$ cat config.mk
export PLATFORM = sky130hd
export DESIGN_NAME = uart_rx_fifo_param_flat
export DESIGN_NICKNAME = d
export VERILOG_FILES = /design/src/rtl/uart_pkg.sv /design/src/rtl/uart_rx_fifo_param_if.sv /design/src/rtl/uart_sync_fifo.sv /design/src/rtl/uart_rx_fifo_param.sv /design/src/flat_wrapper.sv
export SDC_FILE = /design/constraint.sdc
export NUM_CORES = 1
export LEC_CHECK = 0
export BUFFER_PORTS_ARGS = -buffer_cell sky130_fd_sc_hd__buf_4
export CORE_AREA = 2 2 98 100
export DETAILED_ROUTE_END_ITERATION = 10
export DIE_AREA = 0 0 100 102
export PLACE_DENSITY = 0.79
export SETUP_SLACK_MARGIN = 0.3
export SLEW_MARGIN = 15
export SYNTH_ARGS = -nofsm -noshare
export SYNTH_HDL_FRONTEND = slang
export SYNTH_SLANG_ARGS = --single-unit
$ cat constraint.sdc
create_clock -name clk16x -period 7.1 [get_ports clk16x]
set_clock_uncertainty 0.2 [all_clocks]
set_input_delay 1.065 -clock clk16x [delete_from_list [all_inputs] [get_ports clk16x]]
set_output_delay 1.065 -clock clk16x [all_outputs]
set_load 0.03 [all_outputs]
$ cat src/rtl/uart_pkg.sv
// uart_pkg: shared constants and receiver state encoding
package uart_pkg;
  localparam logic [1:0] PAR_NONE = 2'd0;
  localparam logic [1:0] PAR_EVEN = 2'd1;
  localparam logic [1:0] PAR_ODD  = 2'd2;
  localparam logic [3:0] SAMPLE_LO = 4'd7;
  localparam logic [3:0] SAMPLE_HI = 4'd9;
  typedef enum logic [2:0] {IDLE, START, DATA, PARITY, STOP, BRK_WAIT} rx_state_t;
endpackage

$ cat src/rtl/uart_rx_fifo_param_if.sv
// uart_rx_fifo_param_if: CPU-side read port of the receiver
interface uart_rx_fifo_param_if #(
  parameter int DATA_BITS = 8,
  parameter int CNT_W = 4
);
  logic                 rdn;
  logic [DATA_BITS-1:0] d_out;
  logic                 parity_error;
  logic                 frame_error;
  logic                 r_ready;
  logic                 overrun;
  logic                 break_det;
  logic [CNT_W-1:0]     fifo_count;
  modport master (output rdn, input d_out, parity_error, frame_error, r_ready, overrun, break_det, fifo_count);
  modport slave (input rdn, output d_out, parity_error, frame_error, r_ready, overrun, break_det, fifo_count);
endinterface

$ cat src/rtl/uart_sync_fifo.sv
// uart_sync_fifo: synchronous FIFO allowing push and pop in the same cycle
module uart_sync_fifo #(
  parameter int WIDTH = 10,
  parameter int DEPTH = 8,
  parameter int CNT_W = 4
) (
  input  logic             clk16x,
  input  logic             clrn,
  input  logic             push,
  input  logic             pop,
  input  logic [WIDTH-1:0] wdata,
  output logic [WIDTH-1:0] rdata,
  output logic             full,
  output logic             empty,
  output logic [CNT_W-1:0] count
);
  localparam int AW = $clog2(DEPTH);
  logic [WIDTH-1:0] mem [DEPTH];
  logic [AW-1:0] wp, rp;
  logic do_push, do_pop;
  assign full = count == CNT_W'(DEPTH);
  assign empty = count == '0;
  assign do_pop = pop & ~empty;
  assign do_push = push & (~full | do_pop);
  assign rdata = mem[rp];
  // storage has no reset: pointers and count alone decide what is valid
  always_ff @(posedge clk16x)
    if (do_push) mem[wp] <= wdata;
  // pointers wrap naturally because DEPTH is a power of two
  always_ff @(posedge clk16x or negedge clrn)
    if (!clrn) begin
      wp <= '0;
      rp <= '0;
      count <= '0;
    end else begin
      wp <= wp + AW'(do_push);
      rp <= rp + AW'(do_pop);
      count <= count + CNT_W'(do_push) - CNT_W'(do_pop);
    end
endmodule

$ cat src/rtl/uart_rx_fifo_param.sv
// uart_rx_fifo_param: 16x-oversampled UART receiver with parity, stop check, break detect and receive FIFO
module uart_rx_fifo_param
  import uart_pkg::*;
#(
  parameter int DATA_BITS = 8,
  parameter int FIFO_DEPTH = 8,
  parameter int CNT_W = 4
) (
  input logic       clk16x,
  input logic       clrn,
  input logic       rxd,
  input logic [1:0] cfg_parity,
  input logic       cfg_stop2,
  uart_rx_fifo_param_if.slave bus
);
  rx_state_t state, state_n;
  logic sync1, rxs, rdn_q, rd_strobe, pop, full, empty;
  logic [3:0] tick, nbit, nbit_n;
  logic [1:0] smp, par, par_n;
  logic [DATA_BITS-1:0] sh, sh_n;
  logic stop2, stop2_n, stop_two, stop_two_n, pbit, pbit_n, perr, perr_n, ferr, ferr_n;
  logic push_q, push_n, brk_n, decide, bit_v, par_on;
  logic [DATA_BITS+1:0] head;
  logic [CNT_W-1:0] count;
  assign decide = tick == SAMPLE_HI && state != IDLE && state != BRK_WAIT;
  assign bit_v = (smp[0] & smp[1]) | (rxs & (smp[0] | smp[1]));
  assign par_on = par == PAR_EVEN || par == PAR_ODD;
  assign rd_strobe = ~bus.rdn & rdn_q;
  assign pop = rd_strobe & ~empty;
  assign bus.r_ready = ~empty;
  assign bus.fifo_count = count;
  // input synchroniser, bit-phase counter, mid-bit samples and read edge detect
  always_ff @(posedge clk16x or negedge clrn)
    if (!clrn) begin
      sync1 <= 1'b1;
      rxs <= 1'b1;
      rdn_q <= 1'b1;
      tick <= '0;
      smp <= '0;
    end else begin
      sync1 <= rxd;
      rxs <= sync1;
      rdn_q <= bus.rdn;
      tick <= state == IDLE ? 4'd0 : tick + 4'd1;
      smp <= tick == SAMPLE_LO ? {smp[1], rxs} : tick == SAMPLE_LO + 4'd1 ? {rxs, smp[0]} : smp;
    end
  // frame state and per-frame context registers
  always_ff @(posedge clk16x or negedge clrn)
    if (!clrn) begin
      state <= IDLE;
      sh <= '0;
      nbit <= '0;
      par <= PAR_NONE;
      stop2 <= 1'b0;
      stop_two <= 1'b0;
      pbit <= 1'b0;
      perr <= 1'b0;
      ferr <= 1'b0;
      push_q <= 1'b0;
      bus.break_det <= 1'b0;
    end else begin
      state <= state_n;
      sh <= sh_n;
      nbit <= nbit_n;
      par <= par_n;
      stop2 <= stop2_n;
      stop_two <= stop_two_n;
      pbit <= pbit_n;
      perr <= perr_n;
      ferr <= ferr_n;
      push_q <= push_n;
      bus.break_det <= brk_n;
    end
  // next-state logic: each bit acts once, on its majority decision at SAMPLE_HI
  always_comb begin
    state_n = state;
    sh_n = sh;
    nbit_n = nbit;
    par_n = par;
    stop2_n = stop2;
    stop_two_n = stop_two;
    pbit_n = pbit;
    perr_n = perr;
    ferr_n = ferr;
    push_n = 1'b0;
    brk_n = 1'b0;
    case (state)
      IDLE: if (!rxs) begin
        state_n = START;
        nbit_n = '0;
        par_n = cfg_parity;
        stop2_n = cfg_stop2;
        stop_two_n = 1'b0;
        pbit_n = 1'b0;
        perr_n = 1'b0;
        ferr_n = 1'b0;
      end
      START: if (decide) state_n = bit_v ? IDLE : DATA;
      DATA: if (decide) begin
        sh_n = {bit_v, sh[DATA_BITS-1:1]};
        nbit_n = nbit + 4'd1;
        if (nbit == 4'(DATA_BITS - 1)) state_n = par_on ? PARITY : STOP;
      end
      PARITY: if (decide) begin
        pbit_n = bit_v;
        perr_n = ^{sh, bit_v} ^ (par == PAR_ODD);
        state_n = STOP;
      end
      STOP: if (decide) begin
        if (~stop_two & ~bit_v & ~|sh & ~pbit) begin
          brk_n = 1'b1;
          state_n = BRK_WAIT;
        end else begin
          ferr_n = ferr | ~bit_v;
          if (stop2 && !stop_two) stop_two_n = 1'b1;
          else begin
            push_n = 1'b1;
            state_n = IDLE;
          end
        end
      end
      BRK_WAIT: if (rxs) state_n = IDLE;
      default: state_n = IDLE;
    endcase
  end
  // popped word to the CPU outputs; overrun is sticky until any read strobe
  always_ff @(posedge clk16x or negedge clrn)
    if (!clrn) begin
      bus.d_out <= '0;
      bus.parity_error <= 1'b0;
      bus.frame_error <= 1'b0;
      bus.overrun <= 1'b0;
    end else begin
      if (pop) {bus.frame_error, bus.parity_error, bus.d_out} <= head;
      bus.overrun <= (push_q & full & ~pop) | (bus.overrun & ~rd_strobe);
    end
  uart_sync_fifo #(.WIDTH(DATA_BITS + 2), .DEPTH(FIFO_DEPTH), .CNT_W(CNT_W)) u_fifo (
    .clk16x(clk16x),
    .clrn(clrn),
    .push(push_q),
    .pop(pop),
    .wdata({ferr, perr, sh}),
    .rdata(head),
    .full(full),
    .empty(empty),
    .count(count)
  );
endmodule
$ cat src/flat_wrapper.sv
// flat-port wrapper written by rule: the top's interface ports become plain ports
module uart_rx_fifo_param_flat import uart_pkg::*;
#(
  parameter int DATA_BITS = 8,
  parameter int FIFO_DEPTH = 8,
  parameter int CNT_W = 4
)
  (clk16x, clrn, rxd, cfg_parity, cfg_stop2, bus_rdn, bus_d_out, bus_parity_error, bus_frame_error, bus_r_ready, bus_overrun, bus_break_det, bus_fifo_count);
  uart_rx_fifo_param_if #(.DATA_BITS(DATA_BITS), .CNT_W(CNT_W)) bus_i ();
  input logic clk16x;
  input logic clrn;
  input logic rxd;
  input logic [1:0] cfg_parity;
  input logic cfg_stop2;
  input wire logic [$bits(bus_i.rdn)-1:0] bus_rdn;
  output wire logic [$bits(bus_i.d_out)-1:0] bus_d_out;
  output wire logic [$bits(bus_i.parity_error)-1:0] bus_parity_error;
  output wire logic [$bits(bus_i.frame_error)-1:0] bus_frame_error;
  output wire logic [$bits(bus_i.r_ready)-1:0] bus_r_ready;
  output wire logic [$bits(bus_i.overrun)-1:0] bus_overrun;
  output wire logic [$bits(bus_i.break_det)-1:0] bus_break_det;
  output wire logic [$bits(bus_i.fifo_count)-1:0] bus_fifo_count;
  assign bus_i.rdn = bus_rdn;
  assign bus_d_out = bus_i.d_out;
  assign bus_parity_error = bus_i.parity_error;
  assign bus_frame_error = bus_i.frame_error;
  assign bus_r_ready = bus_i.r_ready;
  assign bus_overrun = bus_i.overrun;
  assign bus_break_det = bus_i.break_det;
  assign bus_fifo_count = bus_i.fifo_count;
  uart_rx_fifo_param #(.DATA_BITS(DATA_BITS), .FIFO_DEPTH(FIFO_DEPTH), .CNT_W(CNT_W)) u_core (.clk16x(clk16x), .clrn(clrn), .rxd(rxd), .cfg_parity(cfg_parity), .cfg_stop2(cfg_stop2), .bus(bus_i));
endmodule
==> flow_summary.ini <==
[outcome]
status = complete, no violations

[worst_setup_path]
r2r-end = u_core.u_fifo.mem[5][0]
required_ns = 7.04
critPathCaptureType = register
crit_fanout = 10
r2r_slack_ns = 4.05
critPathLaunchType = primary input
rr_worst_depth = 8
worstSetupPathType = primary input to register
r2r-start = u_core.u_fifo.count[2]
arrival_ns = 3.02

[sta]
rsz0062_at_grt = no
period_share = 0.4334
finalSetupViolCount = 0
fmax_mhz = 325.0
finalHoldViolCount = 0
whs_ns = 0.1566
drv_slew = 0
fin_crit_ns = 3.077
tightestPinTransition_ns = 0.9196
maxSlewHeadroom = 0.3847
finalSetupTns_ns = 0

[clock_network]
clkTransAtPathRegs_ns = 0.06
hold_buffers = 0
cts_tree = built
cts_root_buffer = clkbuf_8
cts_buffer_depth = 2
cts_setup_buffers = 0
cts_made_buffers = 17
cts_resized = 0
cts_max_level = 4
clk_latency_ns = 0.52
cts_sinks = 134

[drt]
route.met3.wl_um = 640
met1_length_um = 4508
routed_wl_um = 10530
drtAntennaViolNets = 0
first_iter_violations = 264
routed.top_layer = met4
vias = 3117
first_pass_iters = 5
wl_met2_um = 5167
drc = 0
viasPerCell = 6.017
wl_per_cell_um = 20.33

[layout]
multiInputGateArea_mm2 = 0.001729
num_antenna_cells = 0
seqCellArea_mm2 = 0.003757
areaGrowthSynthToFinish_pct = 16.32
fillers = 582
nNetsFinal = 416
utilization = 0.7136
drive_above_1_share = 0.2383

[global_route]
grt_pass1_vias = 3168
gr-total-overflow = 0
grt_pass1_wl_um = 17170
grt_max_degree = 55
grtUsageTotal = 0.2323
antenna_found_initial = 0

[power]
powerDensity_mw_per_mm2 = 422.3
ir_worst_vdd_uv = 199.0
p_leak_nw = 2.546
power_mw = 2.745

[logic_synthesis]
synth_cell_type_count = 49
postSynthRegisterBits = 134
syn_avg_cell_area_um2 = 15.48
syn_inst = 361
syn-num-nets = 383
synth-async-reset-ratio = 0.4030
yosysSeqAreaShare = 0.6724
synth_edf_count = 80
yosysWarningCount = 0
syn-cell-area_mm2 = 0.005588
synth_flop_cell = edfxtp_1

[floorplan]
die-width_um = 100
start_util = 0.6135
core_area_mm2 = 0.009109
die_y_um = 102
top_level_ports = 24
die-area_mm2 = 0.01020
rows = 35

[worst_hold_path]
hold_depth = 0
hold_start = u_core.sync1
holdPathEnd = u_core.rxs
hold_class = register to register

[place]
portBuffers = 23
place_congestion = 0.8019
hpwl_um = 6515

[job]
cap_violations = 0
## layer usage
layer	global-route usage	vias up
met1	0.3125	1571
li1	-	1416
met3	0.07114	17
met5	0	-
met4	0.09168	0
met2	0.3623	113
## final cells by class
class / instances / area share
clock inverter: 14 / 0.02810
clock buffer: 18 / 0.06429
timing repair buffer: 28 / 0.03234
inverter: 17 / 0.009817
sequential: 134 / 0.5781
tap: 111 / 0.02137
multi-input combinational: 196 / 0.2660
## sequential cells by signal, indices dropped and copies added, names as in the netlist, 2 cells and up
name                 cells
u_core.par               2
u_core.u_fifo.count      4
u_core.u_fifo.rp         3
u_core.state             3
u_core.u_fifo.wp         3
u_core.u_fifo.mem       80
u_core.nbit              4
u_core.sh                8
u_core.bus.d_out         8
u_core.smp               2
u_core.tick              4
## cell usage in the layout, fill, tap and decap left out, drive strengths merged, types with 2 or more instances in the layout
master | synthesis | routed
edfxtp | 80 | 80
dfrtp | 51 | 51
buf | 7 | 28
nor2 | 23 | 23
a21oi | 21 | 21
mux4 | 20 | 20
inv | 17 | 18
clkbuf | 7 | 18
nand2 | 14 | 14
ha | 14 | 14
o21ai | 13 | 13
mux2i | 11 | 11
mux2 | 10 | 10
xnor2 | 8 | 8
nor3 | 8 | 8
nand3 | 6 | 6
clkinv | 0 | 6
xor2 | 5 | 5
nand2b | 4 | 4
nor2b | 4 | 4
bufinv | 0 | 4
nor4 | 4 | 4
or3 | 4 | 4
clkinvlp | 0 | 3
dfstp | 3 | 3
a21o | 2 | 2
nand4b | 2 | 2
a31oi | 2 | 2
nand3b | 2 | 2
or2 | 2 | 2
## worst max-delay path by stage
stage	startpoint	end	slack, ns	cells past startpoint
2_1_floorplan	bus_rdn	u_core.u_fifo.mem[0][0]	3.75	4
3_3_place_gp	bus_rdn	u_core.u_fifo.mem[6][0]	3.63	5
3_5_place_dp	bus_rdn	u_core.u_fifo.mem[6][3]	3.48	5
4_1_cts	bus_rdn	u_core.u_fifo.mem[6][9]	4.05	5
5_1_grt	u_core.u_fifo.count[2]	u_core.u_fifo.mem[3][7]	3.87	8
6_report	bus_rdn	u_core.u_fifo.mem[5][0]	4.02	7
## power breakdown
group          internal (mW)  switching (mW)
combinational          0.362           0.352
clock                  0.566           0.313
sequential             0.970           0.181
total                   1.90           0.846
## through the flow
| step | std cells | area [um^2] | setup WS (ns) |
|---|---|---|---|
| global route | 518 | 6500 | 3.873 |
| detailed placement | 486 | 5881 | 3.479 |
| global placement | 486 | 5881 | 3.634 |
| CTS | 518 | 6481 | 4.046 |
| floorplan | 361 | 5588 | 3.748 |
| finish | 518 | 6500 | 4.023 |
## synth_stat cells, drive strengths merged (7+ instances only)
library cell	instances	area [um^2]
xnor2	8	70.07
mux2i	11	110.1
clkbuf	7	26.28
nand2	14	52.55
dfrtp	51	1276
a21oi	21	105.1
nor3	8	40.04
mux4	20	450.4
edfxtp	80	2402
buf	7	36.28
ha	14	175.2
mux2	10	112.6
o21ai	13	65.06
nor2	23	86.33
inv	17	63.81
## worst max-delay path, cell delays in order
cell	delay, ns
buf_4	0.12
or3b_2	0.45
nand3_1	0.12
nand2_1	0.24
inv_1	0.16
nand2_1	0.12
nor2_1	0.74
## cells by family (layout without fill, tap and decap cells)
logic type,count (synthesis),in the layout,synth area share
mux,41,41,0.1205
flops,134,134,0.6724
buf+inv,31,77,0.02262
xor+xnor,14,14,0.02441
simple gates,79,79,0.07569
compound gates,46,46,0.04769
fa+ha+maj,16,16,0.03672
Note: power is estimated with default switching activity, not from simulation.
